==> src/rtl/alu_pkg.sv <==
// Shared constants for the ALU issue/writeback slice: function codes
// understood by the downstream ALU and the hardwired-zero register index.
package alu_pkg;

  localparam int REG_W  = 5;
  localparam int FN_W   = 6;
  localparam int NUM_RF = 32;

  localparam logic [FN_W-1:0] FN_CMPEQ = 6'b000011;
  localparam logic [FN_W-1:0] FN_CMPLT = 6'b000101;
  localparam logic [FN_W-1:0] FN_CMPLE = 6'b000111;
  localparam logic [FN_W-1:0] FN_ADD   = 6'b010000;
  localparam logic [FN_W-1:0] FN_SUB   = 6'b010001;
  localparam logic [FN_W-1:0] FN_AND   = 6'b101000;
  localparam logic [FN_W-1:0] FN_XOR   = 6'b100110;
  localparam logic [FN_W-1:0] FN_OR    = 6'b101110;
  localparam logic [FN_W-1:0] FN_SHL   = 6'b110000;
  localparam logic [FN_W-1:0] FN_SHR   = 6'b110001;
  localparam logic [FN_W-1:0] FN_SRA   = 6'b110011;

  localparam logic [REG_W-1:0] REG_ZERO = 5'd31;

endpackage

==> src/rtl/alu_regfile.sv <==
// 32-entry register file: two asynchronous read ports, one synchronous
// write port. Entry 31 always reads as zero and ignores writes.
module alu_regfile
  import alu_pkg::*;
#(
  parameter int DATA_W = 32
) (
  input  logic              clk,
  input  logic              rst,
  input  logic              we_i,
  input  logic [4:0]        waddr_i,
  input  logic [DATA_W-1:0] wdata_i,
  input  logic [4:0]        raddr_a_i,
  output logic [DATA_W-1:0] rdata_a_o,
  input  logic [4:0]        raddr_b_i,
  output logic [DATA_W-1:0] rdata_b_o
);

  logic [DATA_W-1:0] mem_q [NUM_RF];

  // Storage update: clear everything on reset, otherwise write when enabled.
  always_ff @(posedge clk) begin
    if (rst) begin
      for (int i = 0; i < NUM_RF; i++) begin
        mem_q[i] <= {DATA_W{1'b0}};
      end
    end else if (we_i && (waddr_i != REG_ZERO)) begin
      mem_q[waddr_i] <= wdata_i;
    end
  end

  // Asynchronous reads with R31 forced to zero.
  always_comb begin
    rdata_a_o = {DATA_W{1'b0}};
    rdata_b_o = {DATA_W{1'b0}};
    if (raddr_a_i != REG_ZERO) begin
      rdata_a_o = mem_q[raddr_a_i];
    end else begin
      rdata_a_o = {DATA_W{1'b0}};
    end
    if (raddr_b_i != REG_ZERO) begin
      rdata_b_o = mem_q[raddr_b_i];
    end else begin
      rdata_b_o = {DATA_W{1'b0}};
    end
  end

endmodule

==> src/rtl/alu_issue_stage.sv <==
// Operand-issue (EX) and writeback (WB) stage in front of a combinational
// ALU. EX drives the ALU inputs from registers; WB captures the ALU output,
// writes it to the register file and offers it on the result handshake.
module alu_issue_stage
  import alu_pkg::*;
#(
  parameter int DATA_W = 32,
  parameter int LIT_W  = 16
) (
  input  logic              clk,
  input  logic              rst,
  input  logic              in_valid,
  output logic              in_ready,
  input  logic [5:0]        in_fn,
  input  logic [4:0]        in_rd,
  input  logic [4:0]        in_ra,
  input  logic [4:0]        in_rb,
  input  logic [LIT_W-1:0]  in_lit,
  input  logic              in_use_lit,
  output logic [DATA_W-1:0] alu_a,
  output logic [DATA_W-1:0] alu_b,
  output logic [5:0]        alu_fn,
  input  logic [DATA_W-1:0] alu_out,
  output logic              res_valid,
  input  logic              res_ready,
  output logic [DATA_W-1:0] res_data,
  output logic [4:0]        res_rd
);

  // EX stage registers and next-state
  logic              ex_valid_q, ex_valid_d;
  logic [4:0]        ex_rd_q,    ex_rd_d;
  logic [DATA_W-1:0] alu_a_q,    alu_a_d;
  logic [DATA_W-1:0] alu_b_q,    alu_b_d;
  logic [5:0]        alu_fn_q,   alu_fn_d;

  // WB stage registers and next-state
  logic              res_valid_q, res_valid_d;
  logic [DATA_W-1:0] res_data_q,  res_data_d;
  logic [4:0]        res_rd_q,    res_rd_d;

  // Handshake / control
  logic wb_free_s;
  logic ex_adv_s;
  logic accept_s;
  logic fwd_en_s;
  logic rf_we_s;

  // Register-file read data and resolved operands
  logic [DATA_W-1:0] rf_a_s;
  logic [DATA_W-1:0] rf_b_s;
  logic [DATA_W-1:0] opa_s;
  logic [DATA_W-1:0] opb_s;
  logic [DATA_W-1:0] lit_ext_s;

  // Source select: zero register, then bypass of the result retiring this
  // cycle, then the register file. The bypass is the only one needed since
  // the register file is written at the EX-to-WB transfer.
  function automatic logic [DATA_W-1:0] resolve_operand(
    input logic [4:0]        rs,
    input logic [DATA_W-1:0] rf_val,
    input logic              fwd_en,
    input logic [4:0]        fwd_rd,
    input logic [DATA_W-1:0] fwd_val
  );
    logic [DATA_W-1:0] val;
    if (rs == REG_ZERO) begin
      val = {DATA_W{1'b0}};
    end else if (fwd_en && (fwd_rd == rs)) begin
      val = fwd_val;
    end else begin
      val = rf_val;
    end
    return val;
  endfunction

  alu_regfile #(
    .DATA_W (DATA_W)
  ) u_regfile (
    .clk       (clk),
    .rst       (rst),
    .we_i      (rf_we_s),
    .waddr_i   (ex_rd_q),
    .wdata_i   (alu_out),
    .raddr_a_i (in_ra),
    .rdata_a_o (rf_a_s),
    .raddr_b_i (in_rb),
    .rdata_b_o (rf_b_s)
  );

  // Pipeline advance, accept and register-file write enable.
  always_comb begin
    wb_free_s = !res_valid_q || res_ready;
    ex_adv_s  = ex_valid_q && wb_free_s;
    in_ready  = !rst && (!ex_valid_q || ex_adv_s);
    accept_s  = in_valid && in_ready;
    fwd_en_s  = ex_adv_s && (ex_rd_q != REG_ZERO);
    rf_we_s   = ex_adv_s && (ex_rd_q != REG_ZERO);
  end

  // Operand resolution for both sources; B may take the sign-extended literal.
  always_comb begin
    lit_ext_s = {{(DATA_W-LIT_W){in_lit[LIT_W-1]}}, in_lit};
    opa_s = resolve_operand(in_ra, rf_a_s, fwd_en_s, ex_rd_q, alu_out);
    if (in_use_lit) begin
      opb_s = lit_ext_s;
    end else begin
      opb_s = resolve_operand(in_rb, rf_b_s, fwd_en_s, ex_rd_q, alu_out);
    end
  end

  // EX next-state: load on accept, empty when advancing without refill, else hold.
  always_comb begin
    ex_valid_d = ex_valid_q;
    ex_rd_d    = ex_rd_q;
    alu_a_d    = alu_a_q;
    alu_b_d    = alu_b_q;
    alu_fn_d   = alu_fn_q;
    if (accept_s) begin
      ex_valid_d = 1'b1;
      ex_rd_d    = in_rd;
      alu_a_d    = opa_s;
      alu_b_d    = opb_s;
      alu_fn_d   = in_fn;
    end else if (ex_adv_s) begin
      ex_valid_d = 1'b0;
    end else begin
      ex_valid_d = ex_valid_q;
    end
  end

  // WB next-state: capture ALU output on advance, empty on drain, else hold.
  always_comb begin
    res_valid_d = res_valid_q;
    res_data_d  = res_data_q;
    res_rd_d    = res_rd_q;
    if (ex_adv_s) begin
      res_valid_d = 1'b1;
      res_data_d  = alu_out;
      res_rd_d    = ex_rd_q;
    end else if (res_valid_q && res_ready) begin
      res_valid_d = 1'b0;
    end else begin
      res_valid_d = res_valid_q;
    end
  end

  // EX and WB state registers with synchronous reset.
  always_ff @(posedge clk) begin
    if (rst) begin
      ex_valid_q  <= 1'b0;
      ex_rd_q     <= 5'd0;
      alu_a_q     <= {DATA_W{1'b0}};
      alu_b_q     <= {DATA_W{1'b0}};
      alu_fn_q    <= 6'd0;
      res_valid_q <= 1'b0;
      res_data_q  <= {DATA_W{1'b0}};
      res_rd_q    <= 5'd0;
    end else begin
      ex_valid_q  <= ex_valid_d;
      ex_rd_q     <= ex_rd_d;
      alu_a_q     <= alu_a_d;
      alu_b_q     <= alu_b_d;
      alu_fn_q    <= alu_fn_d;
      res_valid_q <= res_valid_d;
      res_data_q  <= res_data_d;
      res_rd_q    <= res_rd_d;
    end
  end

  assign alu_a     = alu_a_q;
  assign alu_b     = alu_b_q;
  assign alu_fn    = alu_fn_q;
  assign res_valid = res_valid_q;
  assign res_data  = res_data_q;
  assign res_rd    = res_rd_q;

endmodule

==> config.mk <==
export PLATFORM = sky130hd
export DESIGN_NAME = alu_issue_stage
export DESIGN_NICKNAME = d
export VERILOG_FILES = /design/src/rtl/alu_pkg.sv /design/src/rtl/alu_regfile.sv /design/src/rtl/alu_issue_stage.sv
export SDC_FILE = /design/constraint.sdc
export NUM_CORES = 2
export LEC_CHECK = 0
export CORE_MARGIN = 8
export CORE_UTILIZATION = 25
export CTS_BUF_LIST = sky130_fd_sc_hd__clkbuf_2 sky130_fd_sc_hd__clkbuf_4 sky130_fd_sc_hd__clkbuf_8
export DETAILED_ROUTE_END_ITERATION = 10
export PLACE_DENSITY = 0.43
export SYNTH_ARGS = -nofsm -noshare
export SYNTH_HDL_FRONTEND = slang
export SYNTH_SLANG_ARGS = --single-unit
==> constraint.sdc <==
create_clock -name clk -period 3.7 [get_ports clk]
set_input_delay 0.37 -clock clk [delete_from_list [all_inputs] [get_ports clk]]
set_output_delay 0.37 -clock clk [all_outputs]
set_load 0.005 [all_outputs]
; After elaboration in Yosys (flattened, before gate mapping)
; Memory sizes are Yosys's and may differ from the RTL's.
; Index checks and enable logic that the tools add are counted.
; W data, S select, Z words.
[classes]
addsub = 0
n_mul = 0
div_mod_pow = 0
magnitude_cmp = 0
eq_ne = 7
n_shift = 0
mux = 19
bitwise = 0
n_reduce_logical = 16
[op_table]
columns = cell, count
row1 = $mux W32, 8
row2 = $reduce_or A32 Y1, 1
row3 = $ne A5 B5 Y1 const B, 3
row4 = $eq A5 B5 Y1, 2
row5 = $eq A5 B5 Y1 const B, 2
row6 = $mux W1, 10
row7 = $logic_and A1 B1 Y1, 8
row8 = $mux W5, 1
row9 = $reduce_bool A2 Y1, 2
row10 = $logic_not A1 Y1, 3
row11 = $logic_or A1 B1 Y1, 2
[totals]
regBits = 114
latch_bits = 0
mem_bits_rw = 1024
mem_bits_ro = 0
in_bits = 74
out_inout_bits = 109
word_cells = 51
mem_count = 1
[mem_list]
columns = name, words, width, rd, rd_clocked_by_memory_dff, wr, line_no
row1 = u_regfile.mem_q, 32, 32, 2, 0, 32, alu_regfile.sv:19  ; logic [DATA_W-1:0] mem_q [NUM_RF];

; Depth between registers and ports, before layout
[depth]
depth_word = 10
ltp_mapped = 8
depth_no_buf = 5

; Hierarchy
; Synthesis repeated with hierarchy kept, for this count alone.
[hier_totals]
hier_cells = 4331
area_unflattened_um2 = 60146.4
[modules_own_cells]
columns = module, instances, cells_per_inst, area_per_inst_um2, seq_area_each_um2
row1 = alu_regfile, 1, 3708, 54866.4, 30749.5
row2 = alu_issue_stage, 1, 623, 5280.1, 2282.2

; Worst setup path before layout
; Ideal clock, no wire load.
[synth_path]
path_kind = register to register
from = reg ex_rd_q[4]
to = mem u_regfile.mem_q[12][0], enable pin
setup_time_ps = 466
arrival_ps = 3375
t_required_ps = 3234
setup_slack_ps = -141
path_stages_with_launch = 5
path_buffers = 1
period_less_slack_ps = 3841
cell_sequence = dfxtp_1 > buf_2 > nor3_1 > nand4_1 > o21ai_0
[synth_rtl]
columns = element, line_no
row1 = start: declaration, alu_issue_stage.sv:32  ; logic [4:0] ex_rd_q, ex_rd_d;
row2 = start signal: assignment, alu_issue_stage.sv:161  ; ex_rd_q <= ex_rd_d;
row3 = end: declaration, alu_regfile.sv:19

; Worst setup path after layout
[layout_path]
from = reg ex_rd_q[1]
to = reg alu_a_q[7] (netlist: alu_a[7])
[layout_between]
elab_chain_cells = 5
elab_cells_between_ends = 6
cone_classes = eq/ne: 2 / mux: 2 / reduce/logical: 2
[layout_lines]
columns = element, line_no
row1 = $ne A5 B5 Y1, alu_issue_stage.sv:97  ; fwd_en_s = ex_adv_s && (ex_rd_q != REG_ZERO);
row2 = $logic_and A1 B1 Y1, alu_issue_stage.sv:97
row3 = $logic_and A1 B1 Y1 (*), alu_issue_stage.sv:69  ; end else if (fwd_en && (fwd_rd == rs)) begin
row4 = $mux W32 (*), alu_issue_stage.sv:69
row5 = $mux W32 (*), alu_issue_stage.sv:67  ; if (rs == REG_ZERO) begin
row6 = end signal: assignment, alu_issue_stage.sv:153  ; alu_a_q <= {DATA_W{1'b0}};
row7 = end signal: assignment, alu_issue_stage.sv:162  ; alu_a_q <= alu_a_d;
row8 = end: declaration, alu_issue_stage.sv:33  ; logic [DATA_W-1:0] alu_a_q, alu_a_d;
; Mark *: on every way between the ends. The rest lies on a longest branch, timed or not.
; A chain may end at the register's enable or synchronous reset.

==> metrics <==
Least-Margin Pin Slew=1.16 ns; FILL cells=23673; # H-tree levels=4; Initial Utilization=25.1%; power share of the combinational group=12.2%; startpoint class of the critical path=flip-flop; CP Max Fanout=32; CP arrival=3.59 ns; unrepaired setup endpoints after global routing=false; DIE AREA=0.251 mm^2; Syn Std Cell Area=0.0587 mm^2; Seq/Total Area, Yosys=56.3%; clock power share=39.2%; library cells used by synthesis=42; Reg power frac=48.6%; gr ovfl total=0; #FFs+latches synth=1138; commonest cells after routing, fill and taps aside=edfxtp_1 (1024), and2_1 (992), mux2i_1 (512); commonest non-fill, non-tap cell in the layout=edfxtp_1; worst-case clock skew=0.0504 ns; hold_ws=0.226 ns; largest net degree at the start of global routing=69; deepest clock path buffer count=3; maximum VDD drop=262 uV; clk sinks=1138; drt pass-1 iters=5; initial drt markers=4357; Yosys top cell area share=52.4%; clk_lat worst skew=0.96 ns; worst min-delay path category=in -> reg; Clock transition at path regs=0.06 ns; PortBufs=182; routed vias=40831; Post-Route WL=252000 um; Syn Area/Cell=13.3 um^2; nets=4717; Slowest-stage cell, CP=dfxtp_1; CP delay by family, top=compound AO/OA/AOI/OAI gates; Sw Share=27.4%; Internal Pwr Total=22.2 mW; row cnt=178; clock root buffer=clkbuf_8; WP data required=4.51 ns; number of I/O pins=183; gpl congestion=0.817; remaining antenna violation count=0; CTS resizes=0; Synth Flop Type=edfxtp_1; final setup vio count=0; DRC viols=0; vias per inst=5.12; Area contributors post-synth=edfxtp_1 (52%), and2_1 (11%), mux4_2 (9.9%); ys async rst share=0%; Power Density=435 mW/mm^2; CP Buf/Inv Count=2; placed inst area=0.0662 mm^2; Core Util, Final=30.0%; Period minus WS final=2.78 ns; antenna violations before repair=28; Power, Total=30.6 mW; GRT Resource Usage Total=19.4%; vias in the first global route=41021; fin crit share=75.0%; post-cts hold buffer count=16; Max Slew Vio Count=0; die width=501 um; Yosys top cell by area=edfxtp_1; sw power=8.40 mW; fin area=0.0704 mm^2; Mapped Cells=4423; area delta synth->final=19.9%; worst rel slew slack=22.4%; Yosys Warn Count=0; Max stage delay on crit path=0.50 ns; Setup crit end kind=flip-flop; Crit Path Category=reg -> reg; Max Clk Rate=360 MHz; maxcap violations=0; Inserted Clock Buffers=201; setup bufs post-CTS=0; Routed wire per std cell=31.6 um; DP HPWL=155000 um; Post-synth EDFFs=1024; Cell Chain, Critical Path=nand2_1, buf_4, o211ai_1, o31ai_4, buf_12, a41oi_1, a221o_1; layout cells sized above 1=19.8%; die height=501 um; Fin. Hold Viols=0; Post-Layout Cell Count=7976; status=complete, no violations; Leak=25.8 nW; core area=0.234 mm^2; first-pass GRT wire length=344000 um; CTS tree=done; Cells after DPL=7574
-- cells in the mapped netlist (32+ instances only) --
| cell type | number |
|---|---|
| a21oi_1 | 89 |
| a221o_1 | 32 |
| a22oi_1 | 383 |
| a41oi_1 | 32 |
| and2_1 | 995 |
| buf_2 | 103 |
| clkbuf_1 | 315 |
| dfxtp_1 | 114 |
| edfxtp_1 | 1024 |
| mux2i_1 | 512 |
| mux4_2 | 257 |
| nand2_1 | 212 |
| nand3_1 | 142 |
| nor2_1 | 42 |
| o21ai_0 | 33 |
-- metal layers --
layer / GRT usage, % / vias up / part of all wire (%)
met5: 0 / - / 0.0052
met4: 6.19 / 2 / 3.4
li1: - / 17205 / -
met3: 3.39 / 408 / 6.4
met1: 26.3 / 21438 / 44
met2: 31.5 / 1778 / 47
-- path summary, 6_finish.rpt --
path              slack (ns)  depth (start not counted)          from            to
setup / recovery        0.92                          7    ex_rd_q[1]      alu_a[7]
hold / removal          0.23                          3    in_use_lit      alu_b[5]
setup reg to reg        0.92                          7    ex_rd_q[1]      alu_a[7]
hold reg to reg         0.45                          2  res_data[17]  res_data[17]
-- power by group through the flow --
stage / sequential [mW] / clock, mW / combinational (mW)
6_report: 14.9 / 12.0 / 3.73
5_1_grt: 14.9 / 12.8 / 3.88
4_1_cts: 14.9 / 12.3 / 3.74
3_5_place_dp: 15.2 / 0 / 3.72
3_3_place_gp: 15.1 / 0 / 3.72
2_1_floorplan: 15.0 / 0 / 1.90
-- cell type report --
| cell class | count | area (um^2) | share of cell area [%] |
|---|---|---|---|
| flip-flops and latches | 1138 | 33000 | 46.9 |
| diodes | 17 | 42.5 | 0.0604 |
| well taps | 3150 | 3940 | 5.60 |
| repair buffers | 449 | 4810 | 6.84 |
| inverters | 4 | 17.5 | 0.0249 |
| clock inverters | 64 | 399 | 0.567 |
| clock buffers | 305 | 3620 | 5.14 |
| multi-input cells | 2849 | 24500 | 34.9 |
-- worst register-to-register path: cells and delay by family, from the launching register on --
kind	cells	cell delay, ns
compound gates	4	1.21
buf+inv	2	0.75
flops	1	0.50
simple gates	1	0.18
-- registers in the layout (all words and copies together) (netlist names), 5 cells and up --
name and cells:
alu_b 32, alu_fn 6, u_regfile.mem_q 1024, ex_rd_q 5, alu_a 32, res_rd 5, res_data 32
-- stage by stage --
stage | TNS [ns] | worst slack, ns
floorplan | -18.04 | -0.141
global placement | 0 | 0.534
detailed placement | 0 | 0.520
CTS | 0 | 0.844
global route | 0 | 0.801
finish | 0 | 0.923
-- cells by family after synthesis --
group	share of synthesized area, %
XOR/XNOR	0.149
other	0.00639
AO/OA/AOI/OAI	7.91
buffers and inverters	3.34
multiplexers	18.6
AND/OR/NAND/NOR	13.7
flip-flops	56.3
Power figures use the tool's default switching activity.
